<file path="src/rtl/tge_rst_pkg.sv">
// Shared types and register-map constants for the 10GbE reset/enable sequencer.
package tge_rst_pkg;

    typedef enum logic [1:0] {
        CORE_RST  = 2'd0,
        WAIT_LINK = 2'd1,
        RUN       = 2'd2
    } state_t;

    localparam int RB_CORE_RST = 0;
    localparam int RB_CNT_CLR  = 1;
    localparam int RB_TX_EN    = 2;
    localparam int RB_TO_CLR   = 3;
    localparam int RB_BITS     = 4;

    localparam int ST_STATE_LSB   = 0;
    localparam int ST_TIMEOUT_BIT = 2;
    localparam int ST_RETRY_LSB   = 8;

    // Counter width that never collapses to zero bits for tiny terminal counts.
    function automatic int cnt_w(input int n);
        return (n > 1) ? $clog2(n) : 1;
    endfunction

endpackage

</file>
<file path="src/rtl/tge_rst_ctrl_stretch.sv">
// rst_pulse_stretch: reloadable down-counter that turns a one-cycle edge into a
// WIDTH-cycle active pulse; a new edge while running restarts the full width.
module rst_pulse_stretch
    import tge_rst_pkg::*;
#(
    parameter int WIDTH = 4
) (
    input  logic user_clk,
    input  logic user_rst_n,
    input  logic trig,
    output logic active
);

    localparam int            CW   = cnt_w(WIDTH);
    localparam logic [CW-1:0] LOAD = CW'(WIDTH - 1);

    logic [CW-1:0] cnt;

    always_ff @(posedge user_clk or negedge user_rst_n) begin
        if (!user_rst_n) begin
            cnt    <= '0;
            active <= 1'b0;
        end else if (trig) begin
            cnt    <= LOAD;
            active <= 1'b1;
        end else if (active) begin
            if (cnt == '0) begin
                active <= 1'b0;
            end else begin
                cnt <= cnt - 1'b1;
            end
        end
    end

endmodule

</file>
<file path="src/rtl/tge_rst_ctrl.sv">
// Reset/enable sequencer for the 10GbE core driven by the software rst register.
// Optional status readback word is built only when TGE_RST_STATUS_EN is defined.
module tge_rst_ctrl
    import tge_rst_pkg::*;
#(
    parameter int RST_CYCLES   = 16,
    parameter int CLR_CYCLES   = 4,
    parameter int LINK_TIMEOUT = 1000000
) (
    input  logic        user_clk,
    input  logic        user_rst_n,
    input  logic [31:0] user_data_in,
    input  logic        link_up,
    output logic        tge_rst,
    output logic        cnt_rst,
    output logic        tx_en,
    output logic        rst_busy,
    output logic        link_timeout
`ifdef TGE_RST_STATUS_EN
    ,
    output logic [31:0] status_out
`endif
);

    localparam int             RCW      = cnt_w(RST_CYCLES);
    localparam int             TCW      = cnt_w(LINK_TIMEOUT);
    localparam logic [RCW-1:0] RST_LAST = RCW'(RST_CYCLES - 1);
    localparam logic [TCW-1:0] TO_LAST  = TCW'(LINK_TIMEOUT - 1);

    logic [RB_BITS-1:0] d_q, d_p;
    logic               rst_edge, clr_edge, to_edge;
    logic               unused_bits;

    state_t         state, state_nx;
    logic [RCW-1:0] rcnt, rcnt_nx;
    logic [TCW-1:0] timer, timer_nx;
    logic           timeout, lt_nx;
    logic           clr_active;

    assign unused_bits = ^user_data_in[31:RB_BITS];

    // Two-flop input path; edges are registered so outputs land three cycles after a write.
    always_ff @(posedge user_clk or negedge user_rst_n) begin
        if (!user_rst_n) begin
            d_q      <= '0;
            d_p      <= '0;
            rst_edge <= 1'b0;
            clr_edge <= 1'b0;
            to_edge  <= 1'b0;
        end else begin
            d_q      <= user_data_in[RB_BITS-1:0];
            d_p      <= d_q;
            rst_edge <= d_q[RB_CORE_RST] & ~d_p[RB_CORE_RST];
            clr_edge <= d_q[RB_CNT_CLR]  & ~d_p[RB_CNT_CLR];
            to_edge  <= d_q[RB_TO_CLR]   & ~d_p[RB_TO_CLR];
        end
    end

    always_comb begin
        state_nx = state;
        rcnt_nx  = rcnt;
        timer_nx = timer;
        timeout  = 1'b0;
        case (state)
            CORE_RST: begin
                if (rcnt == RST_LAST) begin
                    state_nx = WAIT_LINK;
                    timer_nx = '0;
                end else begin
                    rcnt_nx = rcnt + 1'b1;
                end
            end
            WAIT_LINK: begin
                if (link_up) begin
                    state_nx = RUN;
                end else if (timer == TO_LAST) begin
                    timeout  = 1'b1;
                    state_nx = CORE_RST;
                    rcnt_nx  = '0;
                end else begin
                    timer_nx = timer + 1'b1;
                end
            end
            RUN: begin
                if (!link_up) begin
                    state_nx = WAIT_LINK;
                    timer_nx = '0;
                end
            end
            default: begin
                state_nx = CORE_RST;
                rcnt_nx  = '0;
            end
        endcase
        // A software core reset restarts the whole sequence from any state.
        if (rst_edge) begin
            state_nx = CORE_RST;
            rcnt_nx  = '0;
        end
        lt_nx = timeout | (link_timeout & ~to_edge);
    end

    // Outputs are registered from next-state so they stay aligned with the state register.
    always_ff @(posedge user_clk or negedge user_rst_n) begin
        if (!user_rst_n) begin
            state        <= CORE_RST;
            rcnt         <= '0;
            timer        <= '0;
            tge_rst      <= 1'b1;
            rst_busy     <= 1'b1;
            tx_en        <= 1'b0;
            link_timeout <= 1'b0;
        end else begin
            state        <= state_nx;
            rcnt         <= rcnt_nx;
            timer        <= timer_nx;
            tge_rst      <= (state_nx == CORE_RST);
            rst_busy     <= (state_nx != RUN);
            tx_en        <= (state_nx == RUN) & d_p[RB_TX_EN];
            link_timeout <= lt_nx;
        end
    end

    rst_pulse_stretch #(
        .WIDTH(CLR_CYCLES)
    ) u_clr_stretch (
        .user_clk  (user_clk),
        .user_rst_n(user_rst_n),
        .trig      (clr_edge),
        .active    (clr_active)
    );

    assign cnt_rst = clr_active | tge_rst;

`ifdef TGE_RST_STATUS_EN
    logic [7:0] retry, retry_base, retry_nx;

    always_comb begin
        retry_base = to_edge ? 8'h00 : retry;
        retry_nx   = retry_base;
        if (timeout && (retry_base != 8'hFF)) begin
            retry_nx = retry_base + 8'h01;
        end
    end

    always_ff @(posedge user_clk or negedge user_rst_n) begin
        if (!user_rst_n) begin
            retry      <= '0;
            status_out <= '0;
        end else begin
            retry      <= retry_nx;
            status_out <= '0;
            status_out[ST_STATE_LSB +: 2] <= state_nx;
            status_out[ST_TIMEOUT_BIT]    <= lt_nx;
            status_out[ST_RETRY_LSB +: 8] <= retry_nx;
        end
    end
`endif

endmodule

</file>
<file path="config.mk">
export PLATFORM = sky130hd
export DESIGN_NAME = tge_rst_ctrl
export DESIGN_NICKNAME = d
export VERILOG_FILES = /design/src/rtl/tge_rst_pkg.sv /design/src/rtl/tge_rst_ctrl_stretch.sv /design/src/rtl/tge_rst_ctrl.sv
export SDC_FILE = /design/constraint.sdc
export NUM_CORES = 1
export LEC_CHECK = 0
export CAP_MARGIN = 20
export CORE_ASPECT_RATIO = 0.75
export CORE_MARGIN = 5
export CORE_UTILIZATION = 51
export DETAILED_ROUTE_END_ITERATION = 10
export PLACE_DENSITY = 0.81
export SLEW_MARGIN = 10
export SYNTH_ARGS = -nofsm -noshare
export SYNTH_HDL_FRONTEND = slang
export SYNTH_SLANG_ARGS = --single-unit
</file>
<file path="constraint.sdc">
create_clock -name user_clk -period 2.2 [get_ports user_clk]
set_input_delay 0.44 -clock user_clk [delete_from_list [all_inputs] [get_ports user_clk]]
set_output_delay 0.44 -clock user_clk [all_outputs]
set_load 0.01 [all_outputs]
</file>
Word-level counts from Yosys, hierarchy flattened. Index checks and enable logic that the tools add are counted.

Flip-flop bits (word level): 44. Output and inout port bits: 5. Logic and storage cells: 76.

$add $sub $neg: 3. Equality and inequality tests: 15. Muxes and demuxes: 25. Bitwise operators: 11. Reduce and logical (&&, ||, !) cells: 8.

Operator list (number): $mux 20 (4); $pmux 20 s3 (1); $add 20x1->20 const B (1); $eq 20x20->1 const B (1); $mux 2 (8); $mux 4 (4); $ne 2x2->1 const B (7); $pmux 4 s3 (1); $ne 3x3->1 const B (3); $logic_not 2->1 (3); $mux 1 (6); $pmux 2 s3 (1); $and 1x1->1 (5); $reduce_and 5->1 (1); $add 4x1->4 const B (1); $eq 2x2->1 const B (2); $eq 4x4->1 const B (1); $not 1->1 (4); $reduce_and 4->1 (1); $reduce_bool 3->1 (1); $eq 2x1->1 const B (1); $or 1x1->1 (2); $reduce_and 2->1 (1); $reduce_bool 2->1 (1); $sub 2x1->2 const B (1).

Depth between registers and ports, before layout. Gate-level depths: netlist of the first run.

Word-level depth: 7. Mapped depth: 7.

Cells and area by module. Synthesis of the first run repeated with hierarchy kept, for this count alone.

Cell total of the unflattened synthesis: 189. Area, all modules: 2040.7 um^2.

By module, submodules not included: tge_rst_ctrl (instances 1, cells each 175, area each 1888.1 um^2); rst_pulse_stretch (instances 1, cells each 14, area each 152.6 um^2).

Worst setup path before layout of the first run. Ideal clock, no wire load.

Path type: reg2reg. From: register state[1]. To: register timer[13]. Arrival time: 1.971 ns. Required time: 2.123 ns. Setup slack: 0.151 ns. Cell stages (with the launch flop): 7. Buffers on the path: 2. Clock period less this slack: 2.049 ns. Cells stage by stage: dfrtp_1 -> buf_6 -> or3b_4 -> or4_1 -> buf_2 -> or3_1 -> a21oi_1.

Longest elaborated chain between the ends: 3.

Ends and longest elaborated chain: start: declaration (line tge_rst_ctrl.sv:34) `state_t state, state_nx;`; start signal: assignment (line tge_rst_ctrl.sv:114) `state <= state_nx;`; $eq 2x1->1, or another cell as far along (line tge_rst_ctrl.sv:64) `case (state)`; $ne 2x2->1 (no line) / $reduce_bool 3->1 (equally long branches); $reduce_and 5->1 (no line); end signal: assignment (line tge_rst_ctrl.sv:116) `timer <= timer_nx;`; end: declaration (line tge_rst_ctrl.sv:36) `logic [TCW-1:0] timer, timer_nx;`.

Several ways; a longest one is shown, not always the timed one. A chain may end at the register's enable or synchronous reset.

Final worst setup path of the first run.
From: input link_up. To: register timer[13].

Longest elaborated chain between the ends: 2.

Ends and longest elaborated chain: start: declaration (line tge_rst_ctrl.sv:13) `input logic link_up,`; $ne 2x2->1 (no line); $reduce_and 5->1 (no line) *.

Every way passes the cells marked *; elsewhere a longest branch is shown, timed or not.

==> results.cfg, run 1 <==
[synth]
async_flop_share_pct = 100.0
syn-cell-area_sq_um = 1993
ys_seq_area_share_pct = 55.37
ys_seq_elements = 44
synth_edf_count = 0
synth_area_per_cell_sq_um = 10.49
synth.area.top_cells = dfrtp_1 53%, nand3_1 3.5%, xnor2_1 3.1%
synth_area_leader_cell = dfrtp_1
syn_inst = 190
synth_cell_types = 41
synth_nets = 228
ys.flop_type = dfrtp_1
post-synth-top-count-cell = dfrtp_1
synth_top_area_share_pct = 52.73
yosys_warnings = 0
synth_commonest_cells = 42 x dfrtp_1, 16 x nor2_1, 14 x nand3_1

[setup_path]
path_cells = clkdlybuf4s50_1 -> or3b_4 -> or4_4 -> or3_1 -> a21oi_1
end_kind = flop
path_max_fanout = 5
startpoint_type = input port
arrival_ns = 2.32
path_class = in -> reg
cp_top_family = simple AND/OR/NAND/NOR gates
max_stage_delay_ns = 0.58
worst-path-buf-inv = 1
slowest_stage = or4_4
cp.required_ns = 2.43

[timing]
max_slew_margin_pct = 63.23
min_period_over_period_pct = 95.08
fmax_mhz = 478.1
grt_setup_unrepaired = false
final_hold_viol_count = 0
tightest_slew_ns = 0.5473
period_minus_slack_ns = 2.092
setup_violations = 0
finalSetupTns_ns = 0
whs_ns = 0.2025
slew_viol_final = 0
clock_skew_ns = 0.003347

[detailed_routing]
wl_met3_um = 140
ant_nets = 0
drc = 0
drt_wl_total_mm = 3.891
top_layer = met4
vias = 1473
wl_met2_mm = 1.874
dr.pass1.iters = 4
wl_met1_mm = 1.799
drtIter0Drc = 96
vias_per_cell = 5.558
wl_per_cell_um = 14.68

[cells_and_area]
multiInputGateArea_sq_um = 803.3
drive_gt1_share_pct = 13.15
syn2layout_area_growth_pct = 16.26
postLayoutCellArea_sq_um = 2317
fill_cells = 311
seq_area_sq_um = 1104
nets = 250
num_antenna_cells = 0

[placed_design]
gp_congestion = 0.8047
dp_hpwl_mm = 2.679
io_buffers = 11
place_area_sq_um = 2197

[floorplan]
rows = 19
die_x_um = 82.19
pin_count = 40
core-area_sq_um = 3709
die_area_sq_um = 5271
die_y_um = 64.14
initial_core_util_pct = 53.74

[cts]
cts_buffers = 5
cts_tree = done
cts_root_buffer = clkbuf_8
clockBufferDepth = 2
cts_setup_buffers = 0
cts_sinks = 44
ctsHtreeMaxLevel = 2
path_clk_slew_ns = 0.08
clock_latency_ns = 0.30

[global_route]
grt_overflow = 0
grt_max_degree = 45
antenna_found_initial = 0
grt_pass1_vias = 1520
grt_pass1_wl_mm = 6.989
grt_usage_pct = 17.24

[run_status]
status = complete, no violations

[pwr]
power_density_nw_per_um2 = 878.4
ir_worst_vdd_uv = 604.3
power_leakage_nw = 1.022

[min_path]
hp-class = in -> async

[flow_run]
max_cap_viol_count = 0
cell usage in the layout, fill, tap and decap left out, drive strengths merged, types with 3 or more instances in the layout:
| master | count |
|---|---|
| xor2 | 7 |
| nand2b | 5 |
| clkdlybuf4s50 | 10 |
| nand3 | 14 |
| ha | 3 |
| nand2 | 12 |
| a21oi | 4 |
| o211ai | 4 |
| nand4 | 6 |
| clkbuf | 5 |
| dfrtp | 42 |
| o31ai | 4 |
| xnor2 | 7 |
| nor4 | 4 |
| nor2 | 16 |
| nor2b | 4 |
| o21ai | 11 |
| inv | 11 |
| buf | 12 |
layer usage:
metal / global-route usage [%] / up-vias
met3: 4.213 / 8
met1: 23.02 / 722
met2: 26.80 / 30
li1: - / 713
met4: 7.054 / 0
met5: 0 / -
sequential cells by signal, indices dropped and copies added, names as in the netlist:
signal                cells
d_q                       4
u_clr_stretch.active      1
u_clr_stretch.cnt         2
rst_edge                  1
to_edge                   1
rst_busy                  1
tx_en                     1
clr_edge                  1
link_timeout              1
state                     2
timer                    20
d_p                       4
rcnt                      4
tge_rst                   1
power by group:
part	internal (W)	leakage [nW]	switching [W]	total, W
sequential	0.000913	0.568	0.0000802	0.000993
clock	0.000342	0.0583	0.000284	0.000626
combinational	0.000182	0.396	0.000234	0.000417
kinds of logic (layout without fill, tap and decap cells):
family                   count (synthesis)  in the layout  share of synthesized area (%)
multiplexers                             2              2                          1.004
flip-flops                              44             44                          55.37
buffers and inverters                   18             41                          4.519
AND/OR/NAND/NOR                         79             79                          21.66
adder cells (fa/ha/maj)                  3              3                          1.883
AO/OA/AOI/OAI                           30             30                          9.417
XOR/XNOR                                14             14                          6.152
per-stage QoR:
step / cells / util (%) / power, W / setup WS, ns
after CTS: 265 / 62.38 / 0.002050 / 0.04439
after floorplan: 190 / - / 0.001282 / 0.1512
after global routing: 265 / 62.48 / 0.002170 / 0.06386
after detailed placement: 257 / 59.24 / 0.001419 / -0.2614
final: 265 / 62.48 / 0.002035 / 0.1082
after global placement: 257 / 59.24 / 0.001384 / -0.2591
what timing repair did:
action / in CTS / in global routing
gates resized for setup: 0 / 1
hold endpoints to repair: 0 / 0
setup endpoints to repair: 0 / 1
hold buffers: 0 / 0
layout make-up:
class	count	share of cell area, %
sequential	44	47.62
multi-input combinational	128	34.67
timing repair buffer	22	8.099
clock buffer	5	2.970
tap	52	2.808
clock inverter	3	2.052
inverter	11	1.782
final timing paths:
path                             from   endpoint  slack (ns)  cells past startpoint
max                           link_up  timer[13]        0.11                      5
min                        user_rst_n   timer[7]        0.20                      2
max reg2reg                 timer[11]   timer[5]        0.25                      6
min reg2reg                    d_q[2]     d_p[2]        0.36                      0
max in group asynchronous  user_rst_n    tge_rst        1.63                      2
min in group user_clk          d_q[2]     d_p[2]        0.36                      0
Power figures use the tool's default switching activity.
==> inputs of run 2 (changes only) <==
--- a/config.mk
+++ b/config.mk
@@ -10,6 +10,7 @@
 export CORE_MARGIN = 5
 export CORE_UTILIZATION = 51
 export DETAILED_ROUTE_END_ITERATION = 10
+export HOLD_SLACK_MARGIN = 0.08
 export PLACE_DENSITY = 0.81
 export SLEW_MARGIN = 10
 export SYNTH_ARGS = -nofsm -noshare
==> results of run 2 <==
The final DEF is identical to that of run 1; final timing and power are the same.
